[config.mk]
export PLATFORM = sky130hd
export DESIGN_NAME = spi_shift_engine
export DESIGN_NICKNAME = d
export VERILOG_FILES = /design/src/rtl/spi_pkg.sv /design/src/rtl/spi_clkgen.sv /design/src/rtl/spi_shift_engine.sv
export SDC_FILE = /design/constraint.sdc
export NUM_CORES = 1
export LEC_CHECK = 0
export BUFFER_PORTS_ARGS = -buffer_cell sky130_fd_sc_hd__buf_2
export CELL_PAD_IN_SITES_DETAIL_PLACEMENT = 1
export CELL_PAD_IN_SITES_GLOBAL_PLACEMENT = 1
export CORE_ASPECT_RATIO = 0.5
export CORE_UTILIZATION = 38
export DETAILED_ROUTE_END_ITERATION = 16
export PLACE_DENSITY_LB_ADDON = 0.25
export SKIP_LAST_GASP = 1
export SLEW_MARGIN = 20
export SYNTH_ARGS = -nofsm -noshare
export SYNTH_HDL_FRONTEND = slang
export SYNTH_SLANG_ARGS = --single-unit
[constraint.sdc]
create_clock -name clk_i -period 2.3 [get_ports clk_i]
set_input_delay 0.23 -clock clk_i [delete_from_list [all_inputs] [get_ports clk_i]]
set_output_delay 0.23 -clock clk_i [all_outputs]
set_load 0.05 [all_outputs]
[src/rtl/spi_pkg.sv]
// Shared types and helpers for the SPI master shift engine: FSM states,
// word-size codes and the bit-order aware shift helpers.
package spi_pkg;

    typedef enum logic [2:0] {
        ST_IDLE,
        ST_CSON,
        ST_LOAD,
        ST_SHIFT,
        ST_PUSH,
        ST_CSOFF
    } spi_state_e;

    localparam logic [1:0] SPI_TRANS_8_BITS  = 2'd0;
    localparam logic [1:0] SPI_TRANS_16_BITS = 2'd1;
    localparam logic [1:0] SPI_TRANS_24_BITS = 2'd2;
    localparam logic [1:0] SPI_TRANS_32_BITS = 2'd3;

    function automatic logic [5:0] spi_bits(input logic [1:0] dsize);
        logic [5:0] n;
        case (dsize)
            SPI_TRANS_8_BITS:  n = 6'd8;
            SPI_TRANS_16_BITS: n = 6'd16;
            SPI_TRANS_24_BITS: n = 6'd24;
            SPI_TRANS_32_BITS: n = 6'd32;
            default:           n = 6'd32;
        endcase
        return n;
    endfunction

    // The shift register is pre-aligned so the next bit to send always sits
    // at bit 31 (MSB-first) or bit 0 (LSB-first).
    function automatic logic spi_head(input logic [31:0] sr, input logic lsb);
        return lsb ? sr[0] : sr[31];
    endfunction

    function automatic logic [31:0] spi_advance(input logic [31:0] sr, input logic lsb);
        return lsb ? {1'b0, sr[31:1]} : {sr[30:0], 1'b0};
    endfunction

endpackage

[src/rtl/spi_clkgen.sv]
// SCK divider: while enabled, emits alternating leading/trailing edge pulses
// every div_i+1 cycles and tracks the SCK phase (0 = idle level).
module spi_clkgen (
    input  logic       clk_i,
    input  logic       rst_n_i,
    input  logic       en_i,
    input  logic [7:0] div_i,
    output logic       lead_o,
    output logic       trail_o,
    output logic       tog_o
);

    logic [7:0] cnt_q;
    logic       tog_q;
    logic       edge_w;

    assign edge_w  = en_i && (cnt_q == 8'd0);
    assign lead_o  = edge_w && !tog_q;
    assign trail_o = edge_w && tog_q;
    assign tog_o   = tog_q;

    // Held in reload while disabled so every enable starts a full half-period.
    always_ff @(posedge clk_i or negedge rst_n_i) begin
        if (!rst_n_i) begin
            cnt_q <= 8'd0;
            tog_q <= 1'b0;
        end else if (!en_i) begin
            cnt_q <= div_i;
            tog_q <= 1'b0;
        end else if (cnt_q == 8'd0) begin
            cnt_q <= div_i;
            tog_q <= ~tog_q;
        end else begin
            cnt_q <= cnt_q - 8'd1;
        end
    end

endmodule

[src/rtl/spi_shift_engine.sv]
// Standard-mode SPI master: pops TX FIFO words, serialises them with the
// latched CPOL/CPHA/order/size, pushes received words and frames chip select.
module spi_shift_engine
    import spi_pkg::*;
#(
    parameter int CNT_WIDTH = 16
) (
    input  logic                 clk_i,
    input  logic                 rst_n_i,
    input  logic                 start_i,
    input  logic [7:0]           div_i,
    input  logic                 cpol_i,
    input  logic                 cpha_i,
    input  logic                 lsb_i,
    input  logic [1:0]           dsize_i,
    input  logic [CNT_WIDTH-1:0] trl_i,
    input  logic                 ass_i,
    input  logic [3:0]           nss_i,
    input  logic [3:0]           csv_i,
    output logic                 busy_o,
    output logic                 last_o,
    input  logic                 tx_valid_i,
    output logic                 tx_ready_o,
    input  logic [31:0]          tx_data_i,
    output logic                 rx_valid_o,
    input  logic                 rx_ready_i,
    output logic [31:0]          rx_data_o,
    output logic                 spi_sck_o,
    output logic [3:0]           spi_nss_o,
    output logic                 spi_mosi_o,
    input  logic                 spi_miso_i
);

    spi_state_e           state_q;
    logic                 busy_q, last_q, tx_ready_q, rx_valid_q, mosi_q;
    logic                 cpol_q, cpha_q, lsb_q;
    logic [1:0]           dsize_q;
    logic [7:0]           div_q, wait_q;
    logic [3:0]           nss_q;
    logic [CNT_WIDTH-1:0] cnt_q;
    logic [5:0]           bit_q;
    logic [31:0]          tx_sr_q, rx_sr_q, rx_data_q;

    logic        lead, trail, tog, out_edge, smp_edge;
    logic [5:0]  nbits;
    logic [31:0] tx_aligned;

    spi_clkgen u_clkgen (
        .clk_i   (clk_i),
        .rst_n_i (rst_n_i),
        .en_i    (state_q == ST_SHIFT),
        .div_i   (div_q),
        .lead_o  (lead),
        .trail_o (trail),
        .tog_o   (tog)
    );

    assign nbits      = spi_bits(dsize_q);
    assign tx_aligned = lsb_q ? tx_data_i : (tx_data_i << (6'd32 - nbits));
    assign out_edge   = cpha_q ? lead : trail;
    assign smp_edge   = cpha_q ? trail : lead;

    assign busy_o     = busy_q;
    assign last_o     = last_q;
    assign tx_ready_o = tx_ready_q;
    assign rx_valid_o = rx_valid_q;
    assign rx_data_o  = rx_data_q;
    assign spi_mosi_o = mosi_q;
    assign spi_sck_o  = (state_q == ST_IDLE) ? cpol_i : (cpol_q ^ tog);
    assign spi_nss_o  = ass_i ? nss_q : csv_i;

    always_ff @(posedge clk_i or negedge rst_n_i) begin
        if (!rst_n_i) begin
            state_q    <= ST_IDLE;
            busy_q     <= 1'b0;
            last_q     <= 1'b0;
            tx_ready_q <= 1'b0;
            rx_valid_q <= 1'b0;
            mosi_q     <= 1'b0;
            cpol_q     <= 1'b0;
            cpha_q     <= 1'b0;
            lsb_q      <= 1'b0;
            dsize_q    <= SPI_TRANS_8_BITS;
            div_q      <= 8'd0;
            wait_q     <= 8'd0;
            nss_q      <= 4'hF;
            cnt_q      <= '0;
            bit_q      <= 6'd0;
            tx_sr_q    <= 32'd0;
            rx_sr_q    <= 32'd0;
            rx_data_q  <= 32'd0;
        end else begin
            tx_ready_q <= 1'b0;
            rx_valid_q <= 1'b0;
            last_q     <= 1'b0;
            case (state_q)
                ST_IDLE: if (start_i) begin
                    state_q <= ST_CSON;
                    busy_q  <= 1'b1;
                    cpol_q  <= cpol_i;
                    cpha_q  <= cpha_i;
                    lsb_q   <= lsb_i;
                    dsize_q <= dsize_i;
                    div_q   <= div_i;
                    wait_q  <= div_i;
                    nss_q   <= ~nss_i;
                    cnt_q   <= (trl_i == '0) ? CNT_WIDTH'(1) : trl_i;
                end
                ST_CSON: begin
                    if (wait_q == 8'd0) state_q <= ST_LOAD;
                    else                wait_q  <= wait_q - 8'd1;
                end
                ST_LOAD: if (tx_valid_i) begin
                    tx_ready_q <= 1'b1;
                    rx_sr_q    <= 32'd0;
                    bit_q      <= 6'd0;
                    state_q    <= ST_SHIFT;
                    // CPHA=0 needs the first bit on MOSI before the first edge.
                    if (cpha_q) begin
                        tx_sr_q <= tx_aligned;
                    end else begin
                        mosi_q  <= spi_head(tx_aligned, lsb_q);
                        tx_sr_q <= spi_advance(tx_aligned, lsb_q);
                    end
                end
                ST_SHIFT: begin
                    if (out_edge) begin
                        mosi_q  <= spi_head(tx_sr_q, lsb_q);
                        tx_sr_q <= spi_advance(tx_sr_q, lsb_q);
                    end
                    if (smp_edge)
                        rx_sr_q <= lsb_q ? {spi_miso_i, rx_sr_q[31:1]} : {rx_sr_q[30:0], spi_miso_i};
                    if (trail) begin
                        bit_q <= bit_q + 6'd1;
                        if (bit_q == nbits - 6'd1) state_q <= ST_PUSH;
                    end
                end
                ST_PUSH: if (rx_ready_i) begin
                    rx_valid_q <= 1'b1;
                    rx_data_q  <= lsb_q ? (rx_sr_q >> (6'd32 - nbits)) : rx_sr_q;
                    cnt_q      <= cnt_q - CNT_WIDTH'(1);
                    if (cnt_q == CNT_WIDTH'(1)) begin
                        state_q <= ST_CSOFF;
                        wait_q  <= div_q;
                    end else begin
                        state_q <= ST_LOAD;
                    end
                end
                ST_CSOFF: begin
                    // Hold CS a half-period, then one final busy cycle with CS released.
                    if (wait_q != 8'd0) begin
                        wait_q <= wait_q - 8'd1;
                    end else if (!last_q) begin
                        nss_q  <= 4'hF;
                        last_q <= 1'b1;
                    end else begin
                        state_q <= ST_IDLE;
                        busy_q  <= 1'b0;
                    end
                end
                default: state_q <= ST_IDLE;
            endcase
        end
    end

endmodule

* Word-level counts from Yosys, hierarchy flattened
Cells that the tools add are included.
** Operators by class
- Multiplexer cells :: 65
- Shifts and indexed selects :: 2
- Bitwise operators :: 3
- Equal/unequal tests :: 26
- Add/sub/neg operators :: 6
- Reduce and logical (&&, ||, !) cells :: 25
** Operator list (number)
- 32-bit two-way mux :: 10
- 32-bit case mux with 2 select lines :: 2
- 8-bit two-way mux :: 7
- 16-bit two-way mux :: 3
- 2-bit inequality test, second input constant :: 16
- 16-bit case mux with 2 select lines :: 1
- 8-bit case mux with 4 select lines :: 1
- 32-bit by 6-bit left shift with 32-bit output :: 1
- 32-bit by 6-bit >> shifter with 32-bit output :: 1
- 3-bit two-way mux :: 9
- 6-bit case mux with 4 select lines :: 1
- 1-bit two-way mux :: 20
- 3-bit case mux with 6 select lines :: 1
- 16-bit by 1-bit == test with 1-bit output, second input constant :: 1
- 16-bit logical NOT :: 1
- 8-bit logical NOT :: 2
- 4-bit two-way mux :: 4
- 16-bit by 1-bit subtractor with 16-bit output, second input constant :: 1
- 8-bit by 1-bit subtractor with 8-bit output, second input constant :: 2
- 6-bit two-way mux :: 2
- 6-bit case mux with 2 select lines :: 1
- 3-bit AND reduction :: 4
- 4-bit AND reduction :: 3
- 4-bit case mux with 2 select lines :: 1
- other kinds (23) :: 32
** Storage, ports and cells
- Word-level logic and storage cells :: 147
- Bits in registers :: 160

* Logic depth before layout (Yosys ltp)
Gate-level depths: netlist of the first run.
- Depth in word-level cells :: 9
- Mapped depth :: 10
- Depth with buffers taken out :: 7

* Modules after synthesis
Synthesis of the first run repeated with hierarchy kept, for this count alone.
** Second synthesis, totals
- Cell total of the unflattened synthesis :: 1165
- Area total of the unflattened synthesis :: 10029.6 sq um
** By module, submodules not included
- spi_shift_engine :: cells each 1112, instances 1, area an instance 9525.4 sq um
- spi_clkgen :: cells each 53, instances 1, area an instance 504.2 sq um

* Worst setup path after synthesis of the first run
Ideal clock, no wire load.
- Path type :: register -> register
- Start :: reg dsize_q[0]
- End :: reg tx_sr_q[25]
- Setup slack :: -43 ps
- Library setup time :: 126 ps
- Cell stages (with the launch flop) :: 10
- Arrival time :: 2217 ps
- Clock period less this slack :: 2343 ps
- Cell sequence :: dfrtp_1 -> inv_1 -> ha_1 -> buf_2 -> buf_2 -> buf_2 -> mux2_2 -> nand2_1 -> nand3_1 -> a221o_1
** On the way
- Word-level cells in the longest chain between the ends :: 9
- Elaborated cells on any way between the ends :: 12
- Those cells by class :: add/sub (1); eq/ne (3); shift (1); mux (6); reduce/logical (1)
** RTL lines
- from (decl) :: line spi_shift_engine.sv:37 : logic [1:0] dsize_q;
- from (signal assigned) :: line spi_shift_engine.sv:103 : dsize_q <= dsize_i;
- 2-bit == test, or another cell as far along :: line spi_pkg.sv:21 : case (dsize)
- 6-bit case mux with 4 select lines * :: line spi_pkg.sv:21
- 6-bit subtractor * :: line spi_shift_engine.sv:59 : assign tx_aligned = lsb_q ? tx_data_i : (tx_data_i << (6'd32 - nbits));
- 32-bit by 6-bit left shift with 32-bit output * :: line spi_shift_engine.sv:59
- 32-bit two-way mux * :: line spi_shift_engine.sv:59
- 32-bit two-way mux :: line spi_pkg.sv:38 : return lsb ? {1'b0, sr[31:1]} : {sr[30:0], 1'b0};
- 32-bit two-way mux * :: line spi_shift_engine.sv:119 : if (cpha_q) begin
- 32-bit two-way mux * :: line spi_shift_engine.sv:113 : ST_LOAD: if (tx_valid_i) begin
- 32-bit case mux with 2 select lines * :: line spi_shift_engine.sv:96 : case (state_q)
- to (signal assigned) :: line spi_shift_engine.sv:120 : tx_sr_q <= tx_aligned;
- to (signal assigned) :: line spi_shift_engine.sv:123 : tx_sr_q <= spi_advance(tx_aligned, lsb_q);
- to (signal assigned) :: line spi_shift_engine.sv:129 : tx_sr_q <= spi_advance(tx_sr_q, lsb_q);
- to (decl) :: line spi_shift_engine.sv:42 : logic [31:0] tx_sr_q, rx_sr_q, rx_data_q;
Mark *: on every way between the ends. The rest lies on a longest branch, timed or not. The select of a mux whose other input is x is not followed.
A chain may end at the register's enable or synchronous reset.

* Worst setup path after layout of the first run
- Start :: reg dsize_q[1]
- End :: reg tx_sr_q[27]
The elaborated chain is that of the path after synthesis.

==> results of run 1 <==
-- kinds of logic after synthesis --
group                    share of synthesized area (%)
AO/OA/AOI/OAI                                     23.1
XOR/XNOR                                          1.39
adder cells (fa/ha/maj)                           1.49
buffers and inverters                             4.39
flip-flops                                        39.8
multiplexers                                      13.0
AND/OR/NAND/NOR                                   16.8
-- layout make-up --
class	instances	area (sq um)	share of cell area [%]
inverter	15	56.3	0.464
multi-input combinational	836	5690	46.9
clock inverter	10	136	1.12
clock buffer	22	454	3.74
tap	344	430	3.55
sequential	160	4010	33.1
timing repair buffer	194	1360	11.2
-- sequential cells by signal, summed over array words and instances, names as in the netlist, 2 cells and up --
signal          count
div_q               8
tx_sr_q            32
nss_q               4
cnt_q              16
bit_q               6
u_clkgen.cnt_q      8
state_q             3
dsize_q             2
rx_data_o          32
rx_sr_q            32
wait_q              8
-- critical path, cell delays in order, from the launching register on --
cell and delay (ns):
dfrtp_1 0.37, inv_1 0.09, ha_4 0.38, buf_4 0.21, mux2_2 0.34, a221oi_1 0.27, a21oi_1 0.12, a221o_1 0.33
-- layout by cell type (no fill, tap or decap), types with 14 or more instances in the layout --
master	count
mux2_2	25
a21oi_1	72
nand3_1	23
buf_2	115
a221o_1	15
mux2i_1	74
a31oi_1	14
a211oi_1	16
nor3_1	14
clkbuf_16	18
xnor2_1	14
o21ai_0	77
dfrtp_1	154
nand2_1	140
nor2_1	78
nor2b_1	25
buf_4	58
o31ai_1	38
-- what timing repair did --
| action | in CTS | in global routing |
|---|---|---|
| setup buffers | 0 | 1 |
| hold buffers | 7 | 0 |
| endpoints found under the hold margin | 56 | 0 |
| setup endpoints to repair | 10 | 19 |
| cloned | 0 | 1 |
| resized for setup | 2 | 9 |
| pin swaps | 0 | 1 |
-- path summary, 6_finish.rpt --
| check | endpoint | slack (ns) | cells past startpoint |
|---|---|---|---|
| hold reg to reg | rx_data_o[11] | 0.47 | 2 |
| max in group asynchronous | nss_q[3] | 1.15 | 3 |
| min in group asynchronous | rx_valid_o | 0.32 | 2 |
| hold / removal | dsize_q[1] | 0.03 | 3 |
| setup / recovery | tx_sr_q[27] | 0.08 | 7 |
| setup reg to reg | tx_sr_q[27] | 0.08 | 7 |
-- power by group --
group          switching [mW]  internal (mW)
sequential              0.923           3.69
clock                    1.21           1.73
combinational            5.87           4.25
total                    8.00           9.67
-- per-stage QoR --
step / hold WS [ns] / instance area (sq um)
floorplan: -0.0656 / 10100
global placement: 0.245 / 11400
detailed placement: 0.246 / 11400
CTS: 0.00284 / 12100
global route: 0.0246 / 12100
finish: 0.0336 / 12100
-- per-layer routing --
layer | wire length [um] | part of all wire, % | up-vias
li1 | - | - | 4345
met1 | 14400 | 44 | 4656
met2 | 16300 | 50 | 189
met3 | 1210 | 3.7 | 66
met4 | 920 | 2.8 | 0
met5 | 0 | 0 | -
==> results by group, run 1 <==
GRT
  • Global routing's busiest layer: met2
  • Vias in the first global route: slightly below 10000
  • First-pass GRT wire length: ~53 mm
  • Global-route met2 utilization: between 40 and 50%
  • Global route overflow: 0
  • Initial antenna violation count: 0
  • GRT Util Overall: approximately a quarter
  • GR Layer Usage met1: a little under a third
  • Met3 Usage GRT: around 4.2%
  • Pin count of the biggest net entering global routing: 55

Floorplanning
  • Initial Utilization: 39.4%
  • Die width: ~230 um
  • Vert. Die Dim: between 100 and 150 um
  • Die area: between 20000 and 30000 sq um
  • Floorplan row count: 41
  • I/O pin count: roughly 120
  • Core footprint: 25600 sq um

Synthesis
  • Post-synth top cells: dfrtp_1 (156), nand2_1 (141), nor2_1 (79)
  • Synthesized Nets: 1188
  • Post-synth ARST share: 100%
  • Area contributors post-synth: dfrtp_1 (39%), mux2i_1 (7.3%), nand2_1 (5.3%)
  • Yosys top cell area share: around two fifths
  • Post-synth EDFFs: 0
  • Yosys reg bits: between 150 and 200
  • Ys Warns: 0
  • Ys flop type: dfrtp_1
  • Synthesized instance count: 1100
  • Seq/Total Area, Yosys: around two fifths
  • Cell accounting for the most synthesized area: dfrtp_1
  • Synth unique cells: 78
  • Top-count cell post-synth: dfrtp_1
  • Syn Area/Cell: roughly 9.2 sq um
  • Syn Std Cell Area: between 10000 and 15000 sq um

Routing
  • Via density: about 5.9
  • DRT Pass-1 Iters: 7
  • Drt drc: 0
  • Post-route ant nets: 0
  • Iteration-0 DRC Markers: slightly above 700
  • WL per Instance: slightly above 20 um
  • Via Count: roughly 9000
  • Final WL: ~33 mm

STA
  • Highest clock rate: 0.450 GHz
  • Setup TNS Final: 0 ns
  • Worst setup margin: about 0.078 ns
  • Crit share post-route: between 90% and 100%
  • Period minus WS final: 2.22 ns
  • # setup viols final: 0
  • Final Hold Fails: 0
  • RSZ-0062 raised after global routing: true
  • Clock Skew: ~0.009 ns
  • Rel. slew slack: 57.4%
  • Worst-Margin Slew: between 0.6 and 0.7 ns
  • Pins Over Slew Limit: 0

CTS
  • Clk_lat worst skew: ~0.45 ns
  • CTS H-tree lvls: 4
  • Clk sinks: 160
  • CTS tree: yes
  • Clk root buf: clkbuf_16
  • Clock slew at reported path FFs: roughly 0.06 ns
  • Clock Tree Buf Depth: 2
  • Num CTS Buffers: 17

Critical path
  • R2r startpoint: dsize_q[1]
  • Setup crit start kind: flip-flop
  • Worst Path Arrival: ~2.6 ns
  • Worst-path maximum fanout: 11
  • Crit path from: dsize_q[1]
  • Required @ worst endpoint: approximately 2.6 ns
  • Crit path kind: reg -> reg
  • Crit. End Element: flip-flop

Worst hold path
  • Type of the most critical hold path: in -> reg
  • Worst hold path startpoint: dsize_i[1]

Outcome
  • Outcome: finished clean

Power
  • Total power density per cell area: ~1500 nW/um^2
  • Final Power: 17.7 mW
  • Static Leakage: 5.10 nW
  • Worst vdd ir: 0.712 mV

Layout
  • Final core occ: between 40% and 50%
  • Syn-to-layout area delta: 20.4%
  • Share of cells above drive strength 1: ~23%
  • Nets@finish: ~1300
  • Antenna cells: 0
  • Filler cell count: 2953
  • Layout Cells excl Fill: about 1600

Job
  • Max_cap viols: 0

Placement
  • Hpwl dp: about 24 mm
  • Place WS: -0.0496 ns
  • IO buf count: around 120
  • Placed cell count: ~1500
  • Final GP Congestion: a little over 0.9
No activity file was read; power rests on OpenSTA's default activity.
==> run 2: changes to the inputs <==
ABC_AREA = 1   (was unset)
CTS_BUF_LIST = sky130_fd_sc_hd__clkbuf_8 sky130_fd_sc_hd__clkbuf_16   (was unset)
SKIP_LAST_GASP = unset   (was 1)
==> results by group, run 2 <==
Layout
  • Layout Cells excl Fill: roughly 2100
  • Final core occ: about 46%
  • Share of cells above drive strength 1: between 10% and 20%
  • Nets@finish: around 1800
  • Syn-to-layout area delta: 17.0%
  • Final Cell Area: 12300 sq um
  • Antenna cells: 0
  • Most common cell after layout, fill and taps aside: nand2_1
  • Filler cell count: about 3500
  • Commonest cells after routing, fill and taps aside: nand2_1 (603), dfrtp_1 (155), nand3_1 (124)

Synthesis
  • Yosys top cell area share: 37.2%
  • Synth unique cells: 41
  • Cell accounting for the most synthesized area: dfrtp_1
  • Ys Warns: 0
  • Post-synth EDFFs: 0
  • Post-synthesis mux area share: 0%
  • Syn Area/Cell: 6.59 sq um
  • Seq/Total Area, Yosys: between 30% and 40%
  • Ys flop type: dfrtp_1
  • Synth Area in Adders: 1.43%
  • Post-Synth Simple-Gate Area: about a third
  • Syn Std Cell Area: roughly 10000 sq um
  • Area contributors post-synth: dfrtp_1 (37%), nand2_1 (22%), nand3_1 (5.9%)
  • Yosys reg bits: 160
  • Post-synth ARST share: between 90% and 100%
  • Synthesized Nets: approximately 1700
  • Compound-Gate Fraction of Synth Area: 16.4%
  • Post-synthesis xor/xnor area fraction: 1.08%
  • Top-count cell post-synth: nand2_1
  • Synthesized instance count: around 1600
  • Post-synth top cells: nand2_1 (607), dfrtp_1 (156), nand3_1 (124)
  • Largest family of logic cells by synthesized area: simple AND/OR/NAND/NOR gates

Placement
  • Hpwl dp: roughly 27 mm
  • DP Area: approximately 12000 sq um
  • IO buf count: between 100 and 150
  • Place WS: about 0.09 ns
  • Placed cell count: ~2000
  • Final GP Congestion: around 0.9

Worst hold path
  • Worst hold path startpoint: nss_i[0]
  • Hold path cells: 4
  • Type of the most critical hold path: in -> reg
  • Min-Delay Endpoint: nss_q[0]

Power
  • Total power density per cell area: ~1500 nW/um^2
  • Worst vdd ir: 0.763 mV
  • Static Leakage: approximately 6.2 nW
  • P_int: 8.70 mW
  • Clock power frac: roughly 17%
  • Switch Pwr: 9.49 mW
  • Switching Share: a little over half
  • Final Power: ~18 mW
  • Sequential Power Share: 24.6%
  • Comb power frac: 58.8%

Routing
  • DRT Pass-1 Iters: 5
  • WL per Instance: around 18 um
  • Drt drc: 0
  • Via Count: 11063
  • Post-route ant nets: 0
  • Final WL: 36.3 mm
  • Iteration-0 DRC Markers: a little over 800
  • Via density: about 5.4

Outcome
  • Outcome: finished clean

Critical path
  • Required @ worst endpoint: 2.69 ns
  • Reg2reg path depth: 11
  • CP most frequent cell: nand2_1
  • R2r startpoint: dsize_q[0]
  • Worst Path Arrival: 2.53 ns
  • Critical path's slowest cell: dfrtp_1
  • Crit. End Element: flip-flop
  • CP cell instances: inv_1 -> ha_1 -> buf_4 -> nand2_1 -> buf_4 -> nor2_1 -> nor2_1 -> nand2_1 -> a21oi_1 -> nand4_1 -> nand2_1
  • Reg-to-reg setup timing slack: 0.16 ns
  • Worst-path maximum fanout: 14
  • Peak per-stage delay on the critical path: 0.39 ns
  • Setup crit start kind: flip-flop
  • RR Endpoint: spi_mosi_o
  • Crit path kind: reg -> reg

STA
  • Setup TNS Final: 0 ns
  • Crit share post-route: 92.9%
  • # setup viols final: 0
  • Rel. slew slack: between 60 and 70%
  • Final Hold Fails: 0
  • Worst-Margin Slew: about 0.60 ns
  • Hold_ws: between 0.02 and 0.03 ns
  • Worst setup margin: ~0.16 ns
  • Clock Skew: ~0.015 ns
  • Highest clock rate: 0.468 GHz
  • Period minus WS final: 2.14 ns
  • Pins Over Slew Limit: 0

Floorplanning
  • Core footprint: 26800 sq um
  • Floorplan row count: 42
  • Vert. Die Dim: roughly 120 um
  • I/O pin count: about 120
  • Initial Utilization: slightly below 40%
  • Die area: roughly 28000 sq um
  • Die width: approximately 240 um

Job
  • Max_cap viols: 0

CTS
  • Clock Tree Buf Depth: 2
  • CTS tree: yes
  • Clk sinks: 160
  • Clk_lat worst skew: ~0.46 ns
  • Num CTS Buffers: 17
  • Clock slew at reported path FFs: around 0.070 ns
  • CTS H-tree lvls: 4
  • Clk root buf: clkbuf_16

GRT
  • Initial antenna violation count: 0
  • First-pass GRT wire length: ~59 mm
  • GRT Util Overall: a little over a quarter
  • Pin count of the biggest net entering global routing: between 80 and 90
  • Vias in the first global route: 11298
  • Global route overflow: 0
## run 2: layer usage
metal / vias to the layer above / global-route usage [%] / wire length, um
met5: - / 0 / 0
met4: 0 / 8.19 / 726
met3: 56 / 4.12 / 1280
met2: 221 / 45.4 / 17700
met1: 5425 / 34.4 / 16600
li1: 5361 / - / -
## run 2: cell families after synthesis
| kind of cell | Yosys count |
|---|---|
| AO/OA/AOI/OAI | 311 |
| buffers and inverters | 214 |
| AND/OR/NAND/NOR | 882 |
| adder cells (fa/ha/maj) | 12 |
| XOR/XNOR | 13 |
| flip-flops | 160 |
## run 2: worst max-delay path by stage
stage / from / to / slack [ns]
2_1_floorplan: state_q[0] / spi_sck_o / 0.31
3_3_place_gp: state_q[0] / cnt_q[8] / 0.21
3_5_place_dp: dsize_q[0] / rx_data_o[20] / 0.09
4_1_cts: dsize_q[0] / rx_data_o[20] / 0.06
5_1_grt: dsize_q[0] / tx_sr_q[27] / -0.009
6_report: dsize_q[0] / spi_mosi_o / 0.16
## run 2: area by class of cell
cell class / count / area, sq um / share of cell area, %
Multi-Input combinational cell: 1218 / 5610 / 45.7
Clock inverter: 15 / 184 / 1.50
Timing Repair Buffer: 173 / 1110 / 9.06
Clock buffer: 17 / 425 / 3.46
Sequential cell: 160 / 4010 / 32.7
Inverter: 131 / 498 / 4.06
Tap cell: 352 / 440 / 3.59
## run 2: worst max-delay path, delay by kind of cell, from the launching register on
| family | cells | cell delay (ns) |
|---|---|---|
| adder cells (fa/ha/maj) | 1 | 0.29 |
| buffers and inverters | 3 | 0.55 |
| flip-flops | 1 | 0.39 |
| AO/OA/AOI/OAI | 1 | 0.24 |
| AND/OR/NAND/NOR | 6 | 0.62 |
## run 2: power by group through the flow
stage	Combinational (mW)	Sequential, mW	Clock (mW)
4_1_cts	10.6	4.47	3.09
3_3_place_gp	10.2	4.46	0
6_report	10.7	4.47	3.02
2_1_floorplan	7.00	4.85	0
3_5_place_dp	10.5	4.51	0
5_1_grt	11.9	4.57	3.20
## run 2: repair_timing
action	4_1_cts	5_1_grt
buffers inserted	0	2
gates resized for setup	0	9
hold endpoints to repair	36	0
hold buffers	12	0
setup endpoints to repair	0	66
==> run 3: changes to the inputs <==
clock period = 1.89 ns   (was 2.3 ns; I/O delays follow)
==> results by group, run 3 (same netlist as run 2, synthesis figures left out) <==
Outcome
  • Outcome: finished, violations left
  • Failing checks: setup timing

Power
  • Total power density per cell area: about 2000 nW/um^2
  • Worst vdd ir: 0.889 mV
  • Static Leakage: 6.99 nW
  • Final Power: 27.5 mW

Layout
  • Syn-to-layout area delta: 32.9%
  • Final Cell Area: roughly 14000 sq um
  • Final core occ: a little over half
  • Share of cells above drive strength 1: 23.0%
  • Antenna cells: 0
  • Commonest cells after routing, fill and taps aside: nand2_1 (574), dfrtp_1 (153), inv_1 (119)
  • Most common cell after layout, fill and taps aside: nand2_1
  • Layout Cells excl Fill: around 2100
  • Nets@finish: approximately 1900

Critical path
  • Required @ worst endpoint: around 2.2 ns
  • Worst Path Arrival: between 2 and 2.5 ns
  • Setup crit start kind: flip-flop
  • Worst-path maximum fanout: 5
  • Crit. End Element: flip-flop
  • Crit path kind: reg -> reg

Routing
  • Post-route ant nets: 0
  • Met3 Routed Length: between 1.5 and 2 mm
  • Wire length on met2: just over 20 mm
  • Top Metal Used: met4
  • WL per Instance: 19.0 um
  • Via Count: 11778
  • Via density: approximately 5.5
  • DRT Pass-1 Iters: 5
  • Final WL: approximately 41 mm
  • WL met1: about 18 mm
  • Iteration-0 DRC Markers: between 800 and 900
  • Drt drc: 0

STA
  • Worst setup margin: -0.0581 ns
  • Final Hold Fails: 0
  • Period minus WS final: 1.95 ns
  • Worst-Margin Slew: 0.593 ns
  • Rel. slew slack: 60.4%
  • Pins Over Slew Limit: 0
  • Clock Skew: 0.0111 ns
  • RSZ-0062 raised after global routing: true
  • # setup viols final: 8
  • Highest clock rate: around 0.5 GHz
  • Crit share post-route: 103%

Worst hold path
  • Type of the most critical hold path: in -> reg

Floorplanning
  • Die area: 28300 sq um
  • Die width: 237 um
  • Vert. Die Dim: 120 um
  • Floorplan row count: 42
  • Core footprint: ~27000 sq um
  • Initial Utilization: 39.2%
  • I/O pin count: around 120

Job
  • Max_cap viols: 0

CTS
  • Clock Tree Buf Depth: 2
  • Clock slew at reported path FFs: about 0.070 ns
  • Clk sinks: 160
  • Clk root buf: clkbuf_16
  • Num CTS Buffers: 17
  • CTS H-tree lvls: 4
  • CTS tree: yes
  • Clk_lat worst skew: between 0.4 and 0.5 ns

GRT
  • Vias in the first global route: around 12000
  • Pin count of the biggest net entering global routing: 44
  • First-pass GRT wire length: ~60 mm
  • Global route overflow: 0
  • GRT Util Overall: 27.5%
  • Initial antenna violation count: 0

Placement
  • Final GP Congestion: roughly 0.93
  • Placed cell count: slightly above 2000
  • DP Area: 11800 sq um
  • Hpwl dp: around 27 mm
  • IO buf count: between 100 and 150
-- run 3: changes by cell type in the layout (fill, tap and decap cells not counted), moves of 11 or more --
cell     before  now
buf_6         3   16
buf_4        37   72
o21ai_0     110   78
nand2_1     603  574
nand3_2       1   30
buf_12        5   18
nand2_2      11   31
o21ai_1      38   64
nor2_2        4   15
nand3_1     124   94
nor2_1      109   95
-- run 3: what timing repair did --
| action | in CTS | in global routing |
|---|---|---|
| hold endpoints to repair | 57 | 0 |
| pin swaps | 1 | 33 |
| hold buffers | 15 | 0 |
| gates resized for setup | 34 | 175 |
| buffers inserted | 1 | 29 |
| setup endpoints to repair | 84 | 132 |
| cloned | 2 | 11 |
-- run 3: per-layer routing --
layer  GRT usage [%]  vias to the layer above
met1            35.0                     5883
met4            8.83                        0
met3            4.26                       73
met5               0                        -
met2            48.2                      291
li1                -                     5531
-- run 3: path summary, 6_finish.rpt --
| path | slack (ns) | depth (start not counted) | from | endpoint |
|---|---|---|---|---|
| setup reg to reg | -0.06 | 12 | dsize_q[1] | rx_data_o[7] |
| min in group asynchronous | 0.22 | 2 | rst_n_i | rx_sr_q[3] |
| max in group asynchronous | 1.02 | 3 | rst_n_i | nss_q[2] |
| hold / removal | 0.03 | 4 | nss_i[0] | nss_q[0] |
| hold reg to reg | 0.47 | 2 | rx_data_o[2] | rx_data_o[2] |
| setup / recovery | -0.06 | 12 | dsize_q[1] | rx_data_o[7] |
-- run 3: critical path, cell delays in order, from the launching register on --
cell and delay (ns):
dfrtp_2 0.40, inv_2 0.07, ha_4 0.17, nor2_4 0.18, buf_6 0.15, nand2_8 0.08, buf_6 0.15, nand2_8 0.08
buf_12 0.12, nand2_1 0.10, o21ai_2 0.09, a21oi_2 0.06, o22a_1 0.17
-- run 3: area by class of cell --
cell class / instances / area [sq um]
Sequential cell: 160 / 4010
Multi-Input combinational cell: 1219 / 6130
Timing Repair Buffer: 253 / 2190
Clock buffer: 17 / 425
Tap cell: 352 / 440
Clock inverter: 15 / 253
Inverter: 131 / 505
Fill cell: 3406 / 12800
-- run 3: stage by stage --
stage                     setup TNS, ns  setup WS, ns  hold WS, ns
after global routing              -3.33        -0.134       0.0335
after CTS                         -1.18       -0.0695      0.00668
final                            -0.178       -0.0581       0.0343
after floorplan                       0       0.00710       -0.107
after global placement           -0.183       -0.0794        0.132
after detailed placement          -3.28        -0.143        0.133
-- run 3: where the power goes --
part	switching, mW	internal, mW	total, mW	leakage [nW]
combinational	11.0	6.79	17.8	4.58
clock	1.54	2.59	4.13	0.346
sequential	0.926	4.56	5.49	2.06
